### config.mk
export PLATFORM = sky130hd
export DESIGN_NAME = pipe_ctrl
export DESIGN_NICKNAME = d
export VERILOG_FILES = /design/src/rtl/pipe_ctrl.sv
export SDC_FILE = /design/constraint.sdc
export NUM_CORES = 1
export LEC_CHECK = 0
export ABC_CLOCK_PERIOD_IN_PS = 3800
export BUFFER_PORTS_ARGS = -buffer_cell sky130_fd_sc_hd__buf_2
export CORE_MARGIN = 8
export CORE_UTILIZATION = 51
export CTS_CLUSTER_SIZE = 10
export DETAILED_ROUTE_END_ITERATION = 12
export PLACE_DENSITY = 0.89
export SYNTH_ARGS = -nofsm -noshare
export SYNTH_HDL_FRONTEND = slang
export SYNTH_SLANG_ARGS = --single-unit
### constraint.sdc
create_clock -name clk -period 3.8 [get_ports clk]
set_clock_uncertainty 0.15 [all_clocks]
set_input_delay 0.57 -clock clk [delete_from_list [all_inputs] [get_ports clk]]
set_output_delay 0.57 -clock clk [all_outputs]
set_load 0.02 [all_outputs]
### src/rtl/pipe_ctrl.sv
// Pipeline issue controller: free-run / single-step / halt-drain FSM with issue and stall counters.
// Optional stall-cycle performance counter enabled by defining PIPE_CTRL_PERF_EN.
module pipe_ctrl (
    input  logic        clk,
    input  logic        reset,
    input  logic        run_req,
    input  logic        step_req,
    input  logic        jump_id,
    input  logic        halt_id,
    output logic        pc_we,
    output logic        ifid_stall,
    output logic        idex_bubble,
    output logic        step_ack,
    output logic        halted,
    output logic [2:0]  state,
    output logic [15:0] issue_count,
    output logic [15:0] stall_cycles
);

    typedef enum logic [2:0] {
        StIdle   = 3'd0,
        StRun    = 3'd1,
        StStep   = 3'd2,
        StDrain  = 3'd3,
        StHalted = 3'd4
    } state_e;

    state_e      state_q, state_d;
    logic        step_q, step_d;
    logic [1:0]  drain_cnt_q, drain_cnt_d;
    logic [15:0] issue_count_q, issue_count_d;
    logic        step_edge;
    logic        issue;

    assign step_edge = step_req & ~step_q;
    assign step_d    = step_req;

    always_comb begin
        pc_we       = 1'b0;
        ifid_stall  = 1'b1;
        idex_bubble = 1'b1;
        step_ack    = 1'b0;
        halted      = 1'b0;
        state_d     = StIdle;
        drain_cnt_d = 2'd0;
        case (state_q)
            StIdle: begin
                if (run_req) begin
                    state_d = StRun;
                end else if (step_edge) begin
                    state_d = StStep;
                end else begin
                    state_d = StIdle;
                end
            end
            StRun, StStep: begin
                // A simultaneous jump and halt resolves as a halt.
                pc_we       = ~halt_id;
                ifid_stall  = 1'b0;
                idex_bubble = jump_id | halt_id;
                step_ack    = (state_q == StStep);
                if (halt_id) begin
                    state_d = StDrain;
                end else if ((state_q == StRun) && run_req) begin
                    state_d = StRun;
                end else begin
                    state_d = StIdle;
                end
            end
            StDrain: begin
                if (drain_cnt_q == 2'd1) begin
                    state_d = StHalted;
                end else begin
                    state_d     = StDrain;
                    drain_cnt_d = drain_cnt_q + 2'd1;
                end
            end
            StHalted: begin
                halted  = 1'b1;
                state_d = StHalted;
            end
            default: state_d = StIdle;
        endcase
    end

    assign issue         = ((state_q == StRun) || (state_q == StStep)) && !idex_bubble;
    assign issue_count_d = issue ? (issue_count_q + 16'd1) : issue_count_q;

    always_ff @(posedge clk or posedge reset) begin
        if (reset) begin
            state_q       <= StIdle;
            step_q        <= 1'b0;
            drain_cnt_q   <= 2'd0;
            issue_count_q <= 16'd0;
        end else begin
            state_q       <= state_d;
            step_q        <= step_d;
            drain_cnt_q   <= drain_cnt_d;
            issue_count_q <= issue_count_d;
        end
    end

    assign state       = state_q;
    assign issue_count = issue_count_q;

`ifdef PIPE_CTRL_PERF_EN
    logic [15:0] stall_cycles_q, stall_cycles_d;

    always_comb begin
        stall_cycles_d = stall_cycles_q;
        if (!pc_we && (state_q != StHalted) && (stall_cycles_q != 16'hFFFF)) begin
            stall_cycles_d = stall_cycles_q + 16'd1;
        end
    end

    always_ff @(posedge clk or posedge reset) begin
        if (reset) begin
            stall_cycles_q <= 16'd0;
        end else begin
            stall_cycles_q <= stall_cycles_d;
        end
    end

    assign stall_cycles = stall_cycles_q;
`else
    assign stall_cycles = 16'd0;
`endif

endmodule

==> reports/qor.yml, run 1 <==
outcome:
  status: "complete, no violations"
floorplan:
  dieHeight_um: 63.3
  row_count: 17
  initial_core_util: 0.525
  io_pins: 46
  core_area_mm2: 0.00217
  dieArea_mm2: 0.00400
  die_w_um: 63.3
power_and_ir_drop:
  peakVddDrop_v: 0.000257
  power.sequential.fraction: 0.543
  power.leakage_nw: 0.675
  p_comb_frac: 0.057
  power.share.clock: 0.399
  switching_share: 0.207
  p_sw_mw: 0.0898
  power_density_mw_per_mm2: 333
  intPower_mw: 0.345
clock_tree:
  tritoncts: "built"
  clock_path_buffers: 2
  cts_resized: 0
  cts_buffers: 3
  clock_sinks: 22
  cts_hold_buf: 0
  clock_latency_ps: 300
  clockRootBuffer: "clkbuf_4"
  htree_levels: 1
  cts_setup_buffers: 0
  clk_pin_slew_ps: 120
yosys:
  yosys_warnings: 0
  synth-edff-count: 0
  synth_xor_area_frac: 0.130
  synth_area_mm2: 0.00114
  synthCells: 102
  yosysSeqAreaShare: 0.483
  synth_top_area_share: 0.483
  synth_compound_area_frac: 0.0176
  synth_flop_cell: "dfrtp_1"
  yosysMostFrequentCell: "dfrtp_1"
  synth_cell_types: 28
  yosysTopAreaCell: "dfrtp_1"
  synth_top_family_by_area: "simple AND/OR/NAND/NOR gates"
  synth-seq-cells: 22
  synthAdderAreaFrac: 0.0110
  synth_area_leaders: "dfrtp_1, buf_4, xnor2_1"
  synthTopCellsByCount: "dfrtp_1, buf_4, xnor2_1, nand2_1, nand3_1"
  async_flop_share: 1.00
  synthMuxAreaShare: 0.00988
  yosys.area_share.simple: 0.231
  synth_area_per_cell_um2: 11.2
route:
  wl_um: 2130
  drt_pass1_iterations: 4
  vias: 784
  top_layer_used: "met4"
  remaining_drc_errors: 0
  via_per_inst: 4.87
  route.met2.wl_um: 1120
  ant_nets: 0
  wire_per_inst_um: 13.2
  met1Wirelength_um: 842
  wl_met3_um: 155
  initialDrtViolationCount: 14
critical_path:
  path_max_fanout: 7
  slowest_stage: "dfrtp_1"
  required_ps: 3080
  worst_setup_path_end_kind: "primary output"
  path_buf_inv: 2
  cp_top_family: "flip-flops"
  critPathKind: "flip-flop to primary output"
  crit_chain: "xnor2_2, nor4_2, inv_1, buf_2"
  cp_slowest_stage_delay_ps: 480
  start_kind: "flip-flop"
  critPathArrivalTime_ps: 1650
layout:
  seqCellArea_um2: 551
  antenna_cells: 0
  syn2layout_area_growth_pct: 14.5
  multi_input_area_um2: 514
  drive_above_1_share: 0.301
  fillers: 205
  fin_nets: 141
sta:
  period_minus_slack_ps: 2370
  drv_slew: 0
  grt_setup_unrepaired: "no"
  finalCritPeriodShare: 0.623
  holdWs_ps: 240
  fmax_ghz: 0.423
  setup-tns-final_ps: 0
  slew_headroom: 0.471
  setup_viol: 0
  hold_viol_final: 0
  worst_slew_pin_slew_ps: 793
worst_hold_path:
  hp-class: "input port to asynchronous set/reset pin"
place:
  io_buffers: 29
  gp_congestion: 0.724
  dp_hpwl_um: 1730
global_route:
  antenna_found_initial: 0
  grt_max_degree: 23
  first_global_vias: 806
  grt_pass1_wl_um: 3630
  overflow: 0
  grt_use_total: 0.110
job:
  maxCapViolCount: 0
[state kept, by name, summed over array words and instances, names as in the netlist]
register,flops
state,3
drain_cnt_q,2
issue_count,16
step_q,1
[area by class of cell]
class / count / area share
Tap cell: 28 / 0.0268
Clock buffer: 3 / 0.0173
Timing Repair Buffer: 29 / 0.111
Multi-Input combinational cell: 76 / 0.394
Sequential cell: 22 / 0.422
Inverter: 2 / 0.00575
Clock inverter: 1 / 0.0230
[per-stage QoR]
stage | std cells | power [mW] | area, µm² | worst slack [ps] | utilization
final | 161 | 0.435 | 1310 | 1430 | 0.601
after global routing | 161 | 0.452 | 1310 | 1300 | 0.601
after CTS | 161 | 0.440 | 1310 | 1420 | 0.601
after detailed placement | 157 | 0.265 | 1250 | 1700 | 0.577
after global placement | 157 | 0.265 | 1250 | 1730 | 0.577
after floorplan | 117 | 0.272 | 1200 | 1640 | -
[power by group through the flow]
stage	combinational (mW)	clock, mW	sequential, mW
floorplan	0.0309	0	0.241
global placement	0.0240	0	0.241
detailed placement	0.0247	0	0.241
CTS	0.0247	0.179	0.236
global route	0.0279	0.188	0.236
finish	0.0249	0.174	0.236
[layout by cell type (no fill, tap or decap), types with 4 or more instances in the layout]
cell | Yosys | layout
xor2_1 | 4 | 4
dfrtp_1 | 22 | 22
nand2_1 | 7 | 7
buf_2 | 0 | 29
nand3_1 | 5 | 5
conb_1 | 1 | 16
xnor2_1 | 11 | 11
[kinds of logic after synthesis]
kind of cell,after synthesis
multiplexers,1
flip-flops,22
other,1
AO/OA/AOI/OAI,3
adder cells (fa/ha/maj),1
AND/OR/NAND/NOR,39
XOR/XNOR,16
buffers and inverters,19
[worst register-to-register path: stages (launching register included)]
cell and delay, ps:
dfrtp_1 480, xnor2_2 250, nor4_2 380, mux2_1 390
[final timing paths]
path	startpoint	to	slack, ps	depth (start not counted)
min in group clk	step_req	step_q$_DFF_PP0_	240	1
setup reg to reg	state[1]$_DFF_PP0_	issue_count[1]$_DFFE_PP0P_	2040	3
hold reg to reg	drain_cnt_q[0]$_DFF_PP0_	drain_cnt_q[0]$_DFF_PP0_	310	1
hold / removal	reset	drain_cnt_q[1]$_DFF_PP0_	240	2
max in group asynchronous	reset	step_q$_DFF_PP0_	2760	2
setup / recovery	state[1]$_DFF_PP0_	idex_bubble	1430	4
[routing by layer]
| layer | vias to the layer above | GRT usage |
|---|---|---|
| li1 | 376 | - |
| met1 | 383 | 0.114 |
| met2 | 23 | 0.191 |
| met3 | 2 | 0.0459 |
| met4 | 0 | 0.0446 |
| met5 | - | 0 |
Power figures use the tool's default switching activity.
==> inputs of run 2 (changes only) <==
ABC_CLOCK_PERIOD_IN_PS = 2000   (was 3800)
CORE_ASPECT_RATIO = 2   (was unset)
CORE_UTILIZATION = 42   (was 51)
PLACE_DENSITY = 0.79   (was 0.89)
clock period = 2 ns   (was 3.8 ns; I/O delays follow)
==> reports/qor.yml, run 2 (synthesis results as in run 1) <==
critical_path:
  crit_end: "pc_we"
  reg2reg_to: "issue_count[10]$_DFFE_PP0P_"
  path_max_fanout: 5
  r2r_setup_slack_ps: 210
  crit_start: "state[0]$_DFF_PP0_"
  critPathArrivalTime_ps: 1440
  required_ps: 1550
  slowest_stage: "dfrtp_2"
  ff2ff_path_depth: 5
  r2r-start: "state[0]$_DFF_PP0_"
  critPathKind: "flip-flop to primary output"
  worst_setup_path_end_kind: "primary output"
  cp_slowest_stage_delay_ps: 470
  start_kind: "flip-flop"
  crit_chain: "xnor2_4, or2_2, nor2_2, buf_4"
route:
  via_per_inst: 4.81
  drt_pass1_iterations: 4
  ant_nets: 0
  wl_um: 2310
  wire_per_inst_um: 13.7
  remaining_drc_errors: 0
  vias: 813
  initialDrtViolationCount: 9
sta:
  setup_viol: 0
  hold_viol_final: 0
  fmax_ghz: 0.528
  period_minus_slack_ps: 1890
  grt_setup_unrepaired: "no"
  drv_slew: 0
  finalCritPeriodShare: 0.947
  setup-tns-final_ps: 0
floorplan:
  row_count: 27
  initial_core_util: 0.427
  dieHeight_um: 89.7
  die_w_um: 52.8
  io_pins: 46
  core_area_mm2: 0.00267
  dieArea_mm2: 0.00474
clock_tree:
  tritoncts: "built"
  htree_levels: 1
  clockRootBuffer: "clkbuf_8"
  clock_latency_ps: 260
  clk_pin_slew_ps: 80
  clock_path_buffers: 2
  cts_buffers: 3
  clock_sinks: 22
layout:
  largest_reg_flops: 16
  fin_nets: 148
  mostFrequentLayoutCell: "buf_2"
  antenna_cells: 0
  fin_util: 0.522
  syn2layout_area_growth_pct: 22.3
  layout_common_cells: "buf_2, dfrtp_1, conb_1"
  drive_above_1_share: 0.343
place:
  gp_congestion: 0.744
  io_buffers: 29
  dp_hpwl_um: 1740
global_route:
  first_global_vias: 839
  grt_max_degree: 23
  grt_use_total: 0.102
  antenna_found_initial: 0
  grt_pass1_wl_um: 3750
  overflow: 0
power_and_ir_drop:
  power_density_mw_per_mm2: 586
  peakVddDrop_v: 0.000420
  power.leakage_nw: 0.711
outcome:
  status: "complete, no violations"
worst_hold_path:
  hold_start: "run_req"
  hp-class: "input port to flip-flop"
job:
  maxCapViolCount: 0
run 2: cell types whose count changed in the layout (fill, tap and decap cells not counted), sizes merged:
cell,delta
buf,+5
bufinv,-1
clkbuf,+1
dlygate4sd3,+2
run 2: worst min path at each step:
stage / end / slack, ps / cells past startpoint
after floorplan: drain_cnt_q[0]$_DFF_PP0_ / 140 / 1
after global placement: issue_count[8]$_DFFE_PP0P_ / 190 / 3
after detailed placement: issue_count[8]$_DFFE_PP0P_ / 190 / 3
after CTS: state[0]$_DFF_PP0_ / 90 / 2
after global routing: state[0]$_DFF_PP0_ / 110 / 2
final: state[0]$_DFF_PP0_ / 90 / 2
run 2: cell type report:
type	instances	area (µm²)
sequential	22	553
multi-input combinational	76	537
timing repair buffer	36	205
fill	252	1270
inverter	2	7.51
tap	29	36.3
clock buffer	4	55.1
run 2: power breakdown:
part,internal [mW],switching (mW)
Combinational,0.00999,0.0425
Sequential,0.446,0.00190
Clock,0.175,0.141
run 2: metal layers:
metal | up-vias | part of all wire | global-route usage
met1 | 387 | 0.39 | 0.120
met5 | - | 0 | 0
met4 | 0 | 0.014 | 0.0427
li1 | 390 | - | -
met3 | 4 | 0.078 | 0.0248
met2 | 32 | 0.52 | 0.167
run 2: through the flow:
step | setup WS [ps] | total power [mW] | instances | hold slack [ps] | instance area (µm²)
final | 106 | 0.817 | 169 | 93.1 | 1390
after global routing | 30.1 | 0.855 | 169 | 107 | 1390
after CTS | 12.3 | 0.824 | 167 | 91.1 | 1370
after detailed placement | 163 | 0.505 | 160 | 193 | 1270
after global placement | 205 | 0.504 | 160 | 190 | 1270
after floorplan | 109 | 0.517 | 117 | 139 | 1200
run 2: timing repair:
item,CTS,global route
buffers inserted,1,2
hold buffers,2,0
gates resized for setup,4,2
setup endpoints to repair,2,1
gates cloned,0,0
hold endpoints to repair,23,0
pin swaps,0,1
run 2: critical path, delay by kind of cell (launching register included):
family	cells	cell delay, ps
flops	1	470
simple gates	2	390
xor+xnor	1	180
buf+inv	1	140
